## src/rtl/ara_cluster_sync_if.sv

```systemverilog
// ara_cluster_sync_if: scalar-core and per-cluster request/response bundle
interface ara_cluster_sync_if #(
  parameter int unsigned NrClusters     = 4,
  parameter int unsigned ReqWidth       = 32,
  parameter int unsigned RespWidth      = 64,
  parameter int unsigned MaxOutstanding = 4
);
  localparam int unsigned CntW = $clog2(MaxOutstanding + 1);
  logic                            req_valid_i;
  logic                            req_ready_o;
  logic [ReqWidth-1:0]             req_data_i;
  logic [NrClusters-1:0]           clu_req_valid_o;
  logic [NrClusters-1:0]           clu_req_ready_i;
  logic [ReqWidth-1:0]             clu_req_data_o;
  logic [NrClusters-1:0]           clu_resp_valid_i;
  logic [NrClusters-1:0]           clu_resp_ready_o;
  logic [NrClusters*RespWidth-1:0] clu_resp_data_i;
  logic [NrClusters-1:0]           clu_resp_error_i;
  logic                            resp_valid_o;
  logic                            resp_ready_i;
  logic [RespWidth-1:0]            resp_data_o;
  logic                            resp_error_o;
  logic                            mismatch_o;
  logic [CntW-1:0]                 outstanding_o;
  logic                            overflow_o;
  modport slave (
    input  req_valid_i, req_data_i, clu_req_ready_i, clu_resp_valid_i,
           clu_resp_data_i, clu_resp_error_i, resp_ready_i,
    output req_ready_o, clu_req_valid_o, clu_req_data_o, clu_resp_ready_o,
           resp_valid_o, resp_data_o, resp_error_o, mismatch_o,
           outstanding_o, overflow_o
  );
  modport master (
    output req_valid_i, req_data_i, clu_req_ready_i, clu_resp_valid_i,
           clu_resp_data_i, clu_resp_error_i, resp_ready_i,
    input  req_ready_o, clu_req_valid_o, clu_req_data_o, clu_resp_ready_o,
           resp_valid_o, resp_data_o, resp_error_o, mismatch_o,
           outstanding_o, overflow_o
  );
endinterface

```

## src/rtl/ara_cluster_sync.sv

```systemverilog
// ara_cluster_sync: fork requests to all Ara clusters, join their responses, credit-limit in-flight work
module ara_cluster_sync #(
  parameter int unsigned NrClusters     = 4,
  parameter int unsigned ReqWidth       = 32,
  parameter int unsigned RespWidth      = 64,
  parameter int unsigned MaxOutstanding = 4,
  parameter int unsigned FifoDepth      = 4
) (
  input logic              clk_i,
  input logic              rst_ni,
  ara_cluster_sync_if.slave bus
);
  localparam int unsigned CW  = $clog2(MaxOutstanding + 1);
  localparam int unsigned PW  = FifoDepth > 1 ? $clog2(FifoDepth) : 1;
  localparam int unsigned CNW = $clog2(FifoDepth + 1);
  if (NrClusters < 1) begin : g_bad_clusters
    $error("ara_cluster_sync: NrClusters must be at least 1");
  end
  if (MaxOutstanding < 1) begin : g_bad_outstanding
    $error("ara_cluster_sync: MaxOutstanding must be at least 1");
  end
  if (FifoDepth < MaxOutstanding) begin : g_bad_depth
    $error("ara_cluster_sync: FifoDepth must be at least MaxOutstanding");
  end
  logic [NrClusters-1:0] done_q, done_d, fire, full, empty, push, ovf;
  logic [CW-1:0]         outstanding_q, outstanding_d;
  logic                  overflow_q, overflow_d;
  logic                  credit_ok, all_done, accept, pop, err, mm;
  logic [RespWidth:0]    head [NrClusters];
  assign credit_ok            = outstanding_q < CW'(MaxOutstanding);
  assign bus.clu_req_valid_o  = {NrClusters{bus.req_valid_i & credit_ok}} & ~done_q;
  assign fire                 = bus.clu_req_valid_o & bus.clu_req_ready_i;
  assign all_done             = &(done_q | fire);
  assign accept               = bus.req_valid_i & credit_ok & all_done;
  assign bus.req_ready_o      = accept;
  assign bus.clu_req_data_o   = bus.req_data_i;
  assign bus.clu_resp_ready_o = ~full;
  assign bus.resp_valid_o     = ~|empty;
  assign pop                  = bus.resp_valid_o & bus.resp_ready_i;
  assign bus.resp_data_o      = head[0][RespWidth-1:0];
  assign bus.resp_error_o     = err & bus.resp_valid_o;
  assign bus.mismatch_o       = mm & bus.resp_valid_o;
  assign bus.outstanding_o    = outstanding_q;
  assign bus.overflow_o       = overflow_q;
  for (genvar c = 0; c < NrClusters; c++) begin : g_fifo
    logic [RespWidth:0] mem_q [FifoDepth];
    logic [PW-1:0]      wr_q, wr_d, rd_q, rd_d;
    logic [CNW-1:0]     cnt_q, cnt_d;
    assign full[c]  = cnt_q == CNW'(FifoDepth);
    assign empty[c] = cnt_q == '0;
    assign push[c]  = bus.clu_resp_valid_i[c] & ~full[c];
    assign head[c]  = mem_q[rd_q];
    // a response is unexpected when the FIFO already holds one entry per in-flight request
    assign ovf[c]   = bus.clu_resp_valid_i[c] & (full[c] | (int'(cnt_q) >= int'(outstanding_q)));
    // circular pointers and occupancy; simultaneous push and pop keep the count
    always_comb begin
      wr_d  = push[c] ? (wr_q == PW'(FifoDepth - 1) ? '0 : wr_q + 1'b1) : wr_q;
      rd_d  = pop ? (rd_q == PW'(FifoDepth - 1) ? '0 : rd_q + 1'b1) : rd_q;
      cnt_d = cnt_q + CNW'(push[c]) - CNW'(pop);
    end
    // pointer state
    always_ff @(posedge clk_i or negedge rst_ni) begin
      if (!rst_ni) begin
        wr_q  <= '0;
        rd_q  <= '0;
        cnt_q <= '0;
      end else begin
        wr_q  <= wr_d;
        rd_q  <= rd_d;
        cnt_q <= cnt_d;
      end
    end
    // storage needs no reset: entries are only read once written
    always_ff @(posedge clk_i) begin
      if (push[c]) mem_q[wr_q] <= {bus.clu_resp_error_i[c], bus.clu_resp_data_i[c*RespWidth +: RespWidth]};
    end
  end
  // combine head error flags and compare every head against cluster 0
  always_comb begin
    err = 1'b0;
    mm  = 1'b0;
    for (int i = 0; i < NrClusters; i++) begin
      err = err | head[i][RespWidth];
      mm  = mm | (head[i][RespWidth-1:0] != head[0][RespWidth-1:0]);
    end
  end
  // fork bookkeeping, credit count and sticky protocol error
  always_comb begin
    done_d        = all_done ? '0 : done_q | fire;
    outstanding_d = outstanding_q + CW'(accept) - CW'(pop);
    overflow_d    = overflow_q | (|ovf);
  end
  // state register
  always_ff @(posedge clk_i or negedge rst_ni) begin
    if (!rst_ni) begin
      done_q        <= '0;
      outstanding_q <= '0;
      overflow_q    <= 1'b0;
    end else begin
      done_q        <= done_d;
      outstanding_q <= outstanding_d;
      overflow_q    <= overflow_d;
    end
  end
endmodule

```

## src/flat_wrapper.sv

```systemverilog
// flat-port wrapper written by rule: the top's interface ports become plain ports
module ara_cluster_sync_flat 
#(
  parameter int unsigned NrClusters     = 4,
  parameter int unsigned ReqWidth       = 32,
  parameter int unsigned RespWidth      = 64,
  parameter int unsigned MaxOutstanding = 4,
  parameter int unsigned FifoDepth      = 4
)
  (clk_i, rst_ni, bus_req_valid_i, bus_req_data_i, bus_clu_req_ready_i, bus_clu_resp_valid_i, bus_clu_resp_data_i, bus_clu_resp_error_i, bus_resp_ready_i, bus_req_ready_o, bus_clu_req_valid_o, bus_clu_req_data_o, bus_clu_resp_ready_o, bus_resp_valid_o, bus_resp_data_o, bus_resp_error_o, bus_mismatch_o, bus_outstanding_o, bus_overflow_o);
  ara_cluster_sync_if #(.NrClusters(NrClusters), .ReqWidth(ReqWidth), .RespWidth(RespWidth), .MaxOutstanding(MaxOutstanding)) bus_i ();
  input logic clk_i;
  input logic rst_ni;
  input wire logic [$bits(bus_i.req_valid_i)-1:0] bus_req_valid_i;
  input wire logic [$bits(bus_i.req_data_i)-1:0] bus_req_data_i;
  input wire logic [$bits(bus_i.clu_req_ready_i)-1:0] bus_clu_req_ready_i;
  input wire logic [$bits(bus_i.clu_resp_valid_i)-1:0] bus_clu_resp_valid_i;
  input wire logic [$bits(bus_i.clu_resp_data_i)-1:0] bus_clu_resp_data_i;
  input wire logic [$bits(bus_i.clu_resp_error_i)-1:0] bus_clu_resp_error_i;
  input wire logic [$bits(bus_i.resp_ready_i)-1:0] bus_resp_ready_i;
  output wire logic [$bits(bus_i.req_ready_o)-1:0] bus_req_ready_o;
  output wire logic [$bits(bus_i.clu_req_valid_o)-1:0] bus_clu_req_valid_o;
  output wire logic [$bits(bus_i.clu_req_data_o)-1:0] bus_clu_req_data_o;
  output wire logic [$bits(bus_i.clu_resp_ready_o)-1:0] bus_clu_resp_ready_o;
  output wire logic [$bits(bus_i.resp_valid_o)-1:0] bus_resp_valid_o;
  output wire logic [$bits(bus_i.resp_data_o)-1:0] bus_resp_data_o;
  output wire logic [$bits(bus_i.resp_error_o)-1:0] bus_resp_error_o;
  output wire logic [$bits(bus_i.mismatch_o)-1:0] bus_mismatch_o;
  output wire logic [$bits(bus_i.outstanding_o)-1:0] bus_outstanding_o;
  output wire logic [$bits(bus_i.overflow_o)-1:0] bus_overflow_o;
  assign bus_i.req_valid_i = bus_req_valid_i;
  assign bus_i.req_data_i = bus_req_data_i;
  assign bus_i.clu_req_ready_i = bus_clu_req_ready_i;
  assign bus_i.clu_resp_valid_i = bus_clu_resp_valid_i;
  assign bus_i.clu_resp_data_i = bus_clu_resp_data_i;
  assign bus_i.clu_resp_error_i = bus_clu_resp_error_i;
  assign bus_i.resp_ready_i = bus_resp_ready_i;
  assign bus_req_ready_o = bus_i.req_ready_o;
  assign bus_clu_req_valid_o = bus_i.clu_req_valid_o;
  assign bus_clu_req_data_o = bus_i.clu_req_data_o;
  assign bus_clu_resp_ready_o = bus_i.clu_resp_ready_o;
  assign bus_resp_valid_o = bus_i.resp_valid_o;
  assign bus_resp_data_o = bus_i.resp_data_o;
  assign bus_resp_error_o = bus_i.resp_error_o;
  assign bus_mismatch_o = bus_i.mismatch_o;
  assign bus_outstanding_o = bus_i.outstanding_o;
  assign bus_overflow_o = bus_i.overflow_o;
  ara_cluster_sync #(.NrClusters(NrClusters), .ReqWidth(ReqWidth), .RespWidth(RespWidth), .MaxOutstanding(MaxOutstanding), .FifoDepth(FifoDepth)) u_core (.clk_i(clk_i), .rst_ni(rst_ni), .bus(bus_i));
endmodule
```

## config.mk

```make
export PLATFORM = sky130hd
export DESIGN_NAME = ara_cluster_sync_flat
export DESIGN_NICKNAME = d
export VERILOG_FILES = /design/src/rtl/ara_cluster_sync_if.sv /design/src/rtl/ara_cluster_sync.sv /design/src/flat_wrapper.sv
export SDC_FILE = /design/constraint.sdc
export NUM_CORES = 1
export LEC_CHECK = 0
export CAP_MARGIN = 10
export CELL_PAD_IN_SITES_DETAIL_PLACEMENT = 1
export CELL_PAD_IN_SITES_GLOBAL_PLACEMENT = 1
export CORE_MARGIN = 5
export CORE_UTILIZATION = 54
export DETAILED_ROUTE_END_ITERATION = 8
export PLACE_DENSITY = 0.89
export SLEW_MARGIN = 20
export SYNTH_ARGS = -nofsm -noshare
export SYNTH_HDL_FRONTEND = slang
export SYNTH_SLANG_ARGS = --single-unit
```

## constraint.sdc

```tcl
create_clock -name clk_i -period 10.4 [get_ports clk_i]
set_clock_uncertainty 0.15 [all_clocks]
set_input_delay 3.12 -clock clk_i [delete_from_list [all_inputs] [get_ports clk_i]]
set_output_delay 3.12 -clock clk_i [all_outputs]
set_load 0.1 [all_outputs]
```

==> flow_summary.json, run 1 <==
{
  "hold_class": "reg2reg",
  "syn_area_per_cell_um2": 22.3,
  "final_max_slew_viol_count": 0,
  "wl_per_cell_um": 38.1,
  "initial_core_util_pct": 54.2,
  "end_kind": "output pin",
  "min_from": "u_core.bus.overflow_o",
  "r2r_end": "u_core.g_fifo[0].cnt_q[2]",
  "io_buffer_count": 351,
  "syn_inst": 1874,
  "fin_setup_tns_ps": 0,
  "fin_area_um2": 49900,
  "cts-root-buf": "clkbuf_16",
  "power_density_nw_per_um2": 334,
  "clkSinkCount": 1076,
  "overflow": 0,
  "ys_seq_elements": 1076,
  "max_slew_margin_pct": 21.6,
  "dr_total_vias": 22000,
  "cts_hold_buffers": 0,
  "grt_usage_pct": 31.1,
  "status": "finished clean",
  "worstPathMaxFanout": 34,
  "io_pins": 416,
  "die-area_um2": 83200,
  "dp_hpwl_mm": 85.3,
  "cts_resized": 0,
  "htree_num_levels": 3,
  "slowest_stage": "clkdlybuf4s50_1",
  "reg2reg_depth": 11,
  "cp_slowest_stage_delay_ps": 1010,
  "rsz0062_at_grt": "false",
  "core_area_um2": 77200,
  "tightest_slew_ps": 1170,
  "drtAntennaViolNets": 0,
  "numCtsBuffers": 107,
  "maxCapViolations": 0,
  "row_count": 102,
  "hold_depth": 2,
  "viasPerCell": 6.43,
  "drcViolationCount": 0,
  "reg2reg_from": "u_core.g_fifo[3].cnt_q[1]",
  "syn2layout_area_growth_pct": 19.2,
  "cellLeakagePower_uw": 0.0162,
  "r2r_setup_slack_ps": 5960,
  "postPlaceCellArea_um2": 46400,
  "hold_end": "u_core.bus.overflow_o",
  "die_x_um": 288,
  "fillCellCount": 6198,
  "path_cells": "buf_4, mux4_2, xor2_1, nor4_1, nand4_1, nor4_1, nor4b_2, nor2b_1, clkdlybuf4s50_1",
  "setup_viol": 0,
  "first_global_vias": 23400,
  "start_kind": "register",
  "finalCriticalPeriod_ps": 9380,
  "critPathRequiredTime_ps": 7130,
  "clkTransAtPathRegs_ps": 60,
  "die_y_um": 288,
  "grt_max_degree": 66,
  "finalHoldViolCount": 0,
  "drt_iter0_drc": 2910,
  "grt_pass1_wl_mm": 180,
  "worst_ep_arrival_time_ps": 6110,
  "crit_top_cell": "nor4_1",
  "path_class": "reg2out",
  "grt_antenna_before_repair": 22,
  "drive_gt1_share_pct": 20.2,
  "max_freq_mhz": 107,
  "clock_latency_ps": 670,
  "dr.pass1.iters": 5,
  "cts_setup_buffers": 0,
  "synth_nets": 2225,
  "fin_util_pct": 64.6,
  "cts_tree": "done",
  "synth_seq_area_share_pct": 76.8,
  "peakVddDrop_mv": 0.356,
  "regArea_um2": 32200,
  "fin_crit_sh_pct": 90.1,
  "ys.warnings.count": 0,
  "clockBufferDepth": 3,
  "netlist-cell-type-count": 35,
  "gp_congestion": 0.887,
  "whs_ps": 354,
  "netlist_area_um2": 41900,
  "fin_nets": 2624,
  "postRouteWirelength_mm": 130,
  "multiInputGateArea_um2": 9110
}
[critical path: cells and delay by family (launching register included)]
kind / cells / cell delay, ps
simple gates: 5 / 2060
buf+inv: 2 / 1510
flops: 1 / 900
mux: 1 / 690
xor+xnor: 1 / 230
[layer usage]
metal | global-route usage [%] | share of wire, % | vias to the layer above
li1 | - | - | 8572
met5 | 0 | 0.045 | -
met2 | 52.0 | 50 | 1584
met1 | 37.3 | 33 | 11500
met3 | 9.06 | 11 | 312
met4 | 15.3 | 6.0 | 10
[worst max path at each step]
stage | start | to | slack, ps | cells after the start
4_1_cts | u_core.g_fifo[0].rd_q[0] | bus_mismatch_o | 1090 | 9
5_1_grt | u_core.g_fifo[0].rd_q[0] | bus_mismatch_o | 840 | 9
3_3_place_gp | bus_req_valid_i | bus_req_ready_o | 1920 | 7
2_1_floorplan | u_core.g_fifo[3].cnt_q[1] | bus_resp_error_o | 1210 | 3
3_5_place_dp | bus_req_valid_i | bus_req_ready_o | 1850 | 7
6_report | u_core.g_fifo[0].rd_q[0] | bus_mismatch_o | 1020 | 9
[cells by family (layout without fill, tap and decap cells)]
logic type                 after synthesis  after routing  share of synthesized area, %
muxes                                  264            264                          14.1
other                                    0             26                             0
adders and majority gates               47             47                          1.49
xor gates and xnor gates               152            152                          3.18
AOI/OAI and AO/OA                       37             37                         0.610
buffers and inverters                  127            610                          1.60
DFF                                   1076           1076                          76.8
and+or+nand+nor                        171            171                          2.27
[sequential cells by signal, summed over array words and instances, names as in the netlist]
| signal | count |
|---|---|
| u_core.g_fifo.wr_q | 8 |
| u_core.g_fifo.rd_q | 8 |
| u_core.g_fifo.mem_q | 1040 |
| u_core.bus.outstanding_o | 3 |
| u_core.done_q | 4 |
| u_core.bus.overflow_o | 1 |
| u_core.g_fifo.cnt_q | 12 |
[per-stage QoR]
| stage | worst slack (ps) | power [µW] | std cells |
|---|---|---|---|
| floorplan | 1210 | 10400 | 1874 |
| global route | 844 | 17100 | 3407 |
| global placement | 1920 | 12400 | 3204 |
| CTS | 1090 | 16700 | 3397 |
| finish | 1020 | 16700 | 3423 |
| detailed placement | 1850 | 12700 | 3204 |
[cell type report]
type	count	area share (%)
flip-flops and latches	1076	64.4
multi-input cells	671	18.3
repair buffers	383	7.48
clock buffers	132	5.72
well taps	1040	2.61
clock inverters	61	1.09
inverters	34	0.256
diodes	26	0.130
[layout by cell type (no fill, tap or decap), drive strengths merged]
cell type      instances
and3                  33
a222oi                 1
a21oi                  5
o2111ai                3
bufinv                 9
o221ai                 1
nor2                  12
nand3b                 4
edfxtp              1040
mux2                   4
fa                     5
dfrtp                 36
a21o                   8
or4                    2
xor2                  93
o22ai                  6
clkbuf               132
inv                   37
or3                    8
clkinvlp               4
nand3                 11
diode                 26
a22oi                  4
o21ai                  4
clkinv                45
nor3                  30
nor4                  29
mux4                 260
buf                   40
clkdlybuf4s50        343
ha                    42
nand4                 17
nor4b                  1
a21boi                 5
xnor2                 59
nand2                 22
nor2b                  2
[power by group]
| part | internal (µW) | switching (µW) |
|---|---|---|
| Sequential | 5750 | 596 |
| Combinational | 2080 | 4430 |
| Clock | 2160 | 1660 |
| Total | 10000 | 6680 |
[cell usage after synthesis (all sizes together)]
| library cell | count | area [µm²] |
|---|---|---|
| inv | 34 | 128 |
| a222oi | 1 | 10.0 |
| clkbuf | 17 | 63.8 |
| edfxtp | 1040 | 31200 |
| a21boi | 5 | 37.5 |
| nor3 | 30 | 150 |
| a21oi | 5 | 25.0 |
| nor2b | 2 | 12.5 |
| mux4 | 260 | 5860 |
| nand3b | 4 | 30.0 |
| nand3 | 11 | 55.1 |
| xnor2 | 59 | 517 |
| o221ai | 1 | 8.76 |
| o22ai | 6 | 37.5 |
| o21ai | 4 | 20.0 |
| o2111ai | 3 | 26.3 |
| a21o | 8 | 60.1 |
| and3 | 33 | 206 |
| or4 | 2 | 15.0 |
| dfrtp | 36 | 901 |
| nand2 | 22 | 82.6 |
| or3 | 8 | 50.1 |
| fa | 5 | 100 |
| ha | 42 | 526 |
| buf | 76 | 479 |
| nor4 | 29 | 181 |
| nand4 | 17 | 106 |
| a22oi | 4 | 30.0 |
| nor4b | 1 | 15.0 |
| nor2 | 12 | 45.0 |
| xor2 | 93 | 815 |
| mux2 | 4 | 45.0 |
No activity file was read; power rests on OpenSTA's default activity.
==> run 2: changes to the inputs <==
--- a/config.mk
+++ b/config.mk
@@ -9,9 +9,10 @@
 export CELL_PAD_IN_SITES_DETAIL_PLACEMENT = 1
 export CELL_PAD_IN_SITES_GLOBAL_PLACEMENT = 1
 export CORE_MARGIN = 5
-export CORE_UTILIZATION = 54
+export CORE_UTILIZATION = 40
+export CTS_CLUSTER_DIAMETER = 200
 export DETAILED_ROUTE_END_ITERATION = 8
-export PLACE_DENSITY = 0.89
+export PLACE_DENSITY = 0.7
 export SLEW_MARGIN = 20
 export SYNTH_ARGS = -nofsm -noshare
 export SYNTH_HDL_FRONTEND = slang
==> flow_summary.json, run 2 (synthesized netlist as in run 1, its figures left out) <==
{
  "status": "finished clean",
  "viasPerCell": 5.54,
  "grt_antenna_before_repair": 55,
  "finalCriticalPeriod_ps": 9320,
  "maxCapViolations": 0,
  "min_from": "u_core.bus.overflow_o",
  "reg2reg_from": "u_core.g_fifo[3].cnt_q[1]",
  "overflow": 0,
  "total_power_uw": 16400,
  "postRouteWirelength_mm": 122,
  "cellLeakagePower_uw": 0.0163,
  "pwr-share-comb_pct": 38.5,
  "initial_core_util_pct": 40.3,
  "intPower_uw": 10000,
  "tightest_slew_ps": 1210,
  "clkTransAtPathRegs_ps": 60,
  "path_class": "reg2out",
  "max_freq_mhz": 107,
  "clockBufferDepth": 3,
  "fin_setup_tns_ps": 0,
  "rsz0062_at_grt": "false",
  "drive_gt1_share_pct": 20.9,
  "dp_hpwl_mm": 85.3,
  "finalHoldViolCount": 0,
  "cts-root-buf": "clkbuf_16",
  "fillCellCount": 9349,
  "critPathRequiredTime_ps": 7130,
  "worstPathMaxFanout": 29,
  "power_density_nw_per_um2": 325,
  "htree_num_levels": 3,
  "largest_reg_flops": 1040,
  "gp_congestion": 0.843,
  "multiInputGateArea_um2": 9110,
  "peakVddDrop_mv": 0.422,
  "clkSinkCount": 1076,
  "cts_setup_buffers": 0,
  "io_buffer_count": 351,
  "first_global_vias": 22400,
  "largest_register": "u_core.g_fifo.mem_q",
  "grt_usage_pct": 21.6,
  "setup_viol": 0,
  "p_clk_share_pct": 23.3,
  "worst_ep_arrival_time_ps": 6050,
  "reg.largest.list": "u_core.g_fifo.mem_q (1040), u_core.g_fifo.cnt_q (12)",
  "drcViolationCount": 0,
  "clock_latency_ps": 690,
  "fin_nets": 2633,
  "fin_cells": 3771,
  "seq_power_share_pct": 38.1,
  "final_cell_mix": "edfxtp_1, clkdlybuf4s50_1, mux4_2",
  "die_x_um": 334,
  "grt_pass1_wl_mm": 170,
  "max_slew_margin_pct": 19.2,
  "r2r_end": "u_core.g_fifo[0].cnt_q[2]",
  "r2r_setup_slack_ps": 6630,
  "die-area_um2": 111000,
  "dr.pass1.iters": 5,
  "end_kind": "output pin",
  "grt_max_degree": 66,
  "dpl.cell_count": 3550,
  "hold_depth": 2,
  "fin_crit_sh_pct": 89.7,
  "whs_ps": 331,
  "cts_tree": "done",
  "hold_class": "reg2reg",
  "reg2reg_depth": 12,
  "dr_total_vias": 20900,
  "regArea_um2": 32200,
  "switching_share_pct": 38.9,
  "cts_resized": 0,
  "drt_iter0_drc": 1833,
  "cts_hold_buffers": 0,
  "core_area_um2": 104000,
  "hold_end": "u_core.bus.overflow_o",
  "drtAntennaViolNets": 0,
  "fin_util_pct": 48.6,
  "syn2layout_area_growth_pct": 20.6,
  "row_count": 118,
  "io_pins": 416,
  "final_common_cell": "edfxtp_1",
  "final_max_slew_viol_count": 0,
  "numCtsBuffers": 109,
  "switchingPower_uw": 6370,
  "die_y_um": 334,
  "wl_per_cell_um": 32.3,
  "start_kind": "register"
}
## run 2: stage by stage
step / setup slack, ps / area [µm²]
final: 1080 / 50500
after global routing: 918 / 50400
after CTS: 994 / 50400
after detailed placement: 1740 / 46900
after global placement: 1740 / 46900
after floorplan: 1210 / 41900
## run 2: how the worst max path moves through the flow
| stage | end | startpoint | slack, ps | cells after the start |
|---|---|---|---|---|
| after floorplan | bus_resp_error_o | u_core.g_fifo[3].cnt_q[1] | 1210 | 3 |
| after global placement | bus_mismatch_o | u_core.g_fifo[0].rd_q[0] | 1740 | 9 |
| after detailed placement | bus_mismatch_o | u_core.g_fifo[2].rd_q[0] | 1740 | 9 |
| after CTS | bus_mismatch_o | u_core.g_fifo[0].rd_q[0] | 990 | 9 |
| after global routing | bus_mismatch_o | u_core.g_fifo[2].rd_q[0] | 920 | 9 |
| final | bus_mismatch_o | u_core.g_fifo[0].rd_q[0] | 1080 | 9 |
## run 2: layout make-up
cell class                      instances  share of cell area, %
Inverter                               34                  0.253
Timing Repair Buffer                  390                   7.56
Clock inverter                         62                   1.20
Multi-Input combinational cell        671                   18.1
Sequential cell                      1076                   63.7
Tap cell                             1380                   3.42
Clock buffer                          136                   5.71
Antenna cell                           22                  0.109
## run 2: metal layers
layer / track usage, % / routed length (µm)
met1: 26.0 / 43100
met2: 36.1 / 60400
met3: 8.15 / 13600
met4: 7.08 / 4240
met5: 0 / 318
## run 2: power by group through the flow
stage          registers (µW)  logic (µW)  clock network (µW)
2_1_floorplan            6050        4400                   0
3_3_place_gp             6280        6250                   0
3_5_place_dp             6360        6350                   0
4_1_cts                  6280        6390                3910
5_1_grt                  6340        6580                4100
6_report                 6250        6320                3830
## run 2: critical path, stage by stage, from the launching register on
cell and delay, ps:
dfrtp_4 850, buf_12 290, mux4_2 700, xor2_1 240, nor4_1 570, nand4_1 250
or4_1 580, nor4b_2 690, nor2b_1 100, clkdlybuf4s50_1 1000
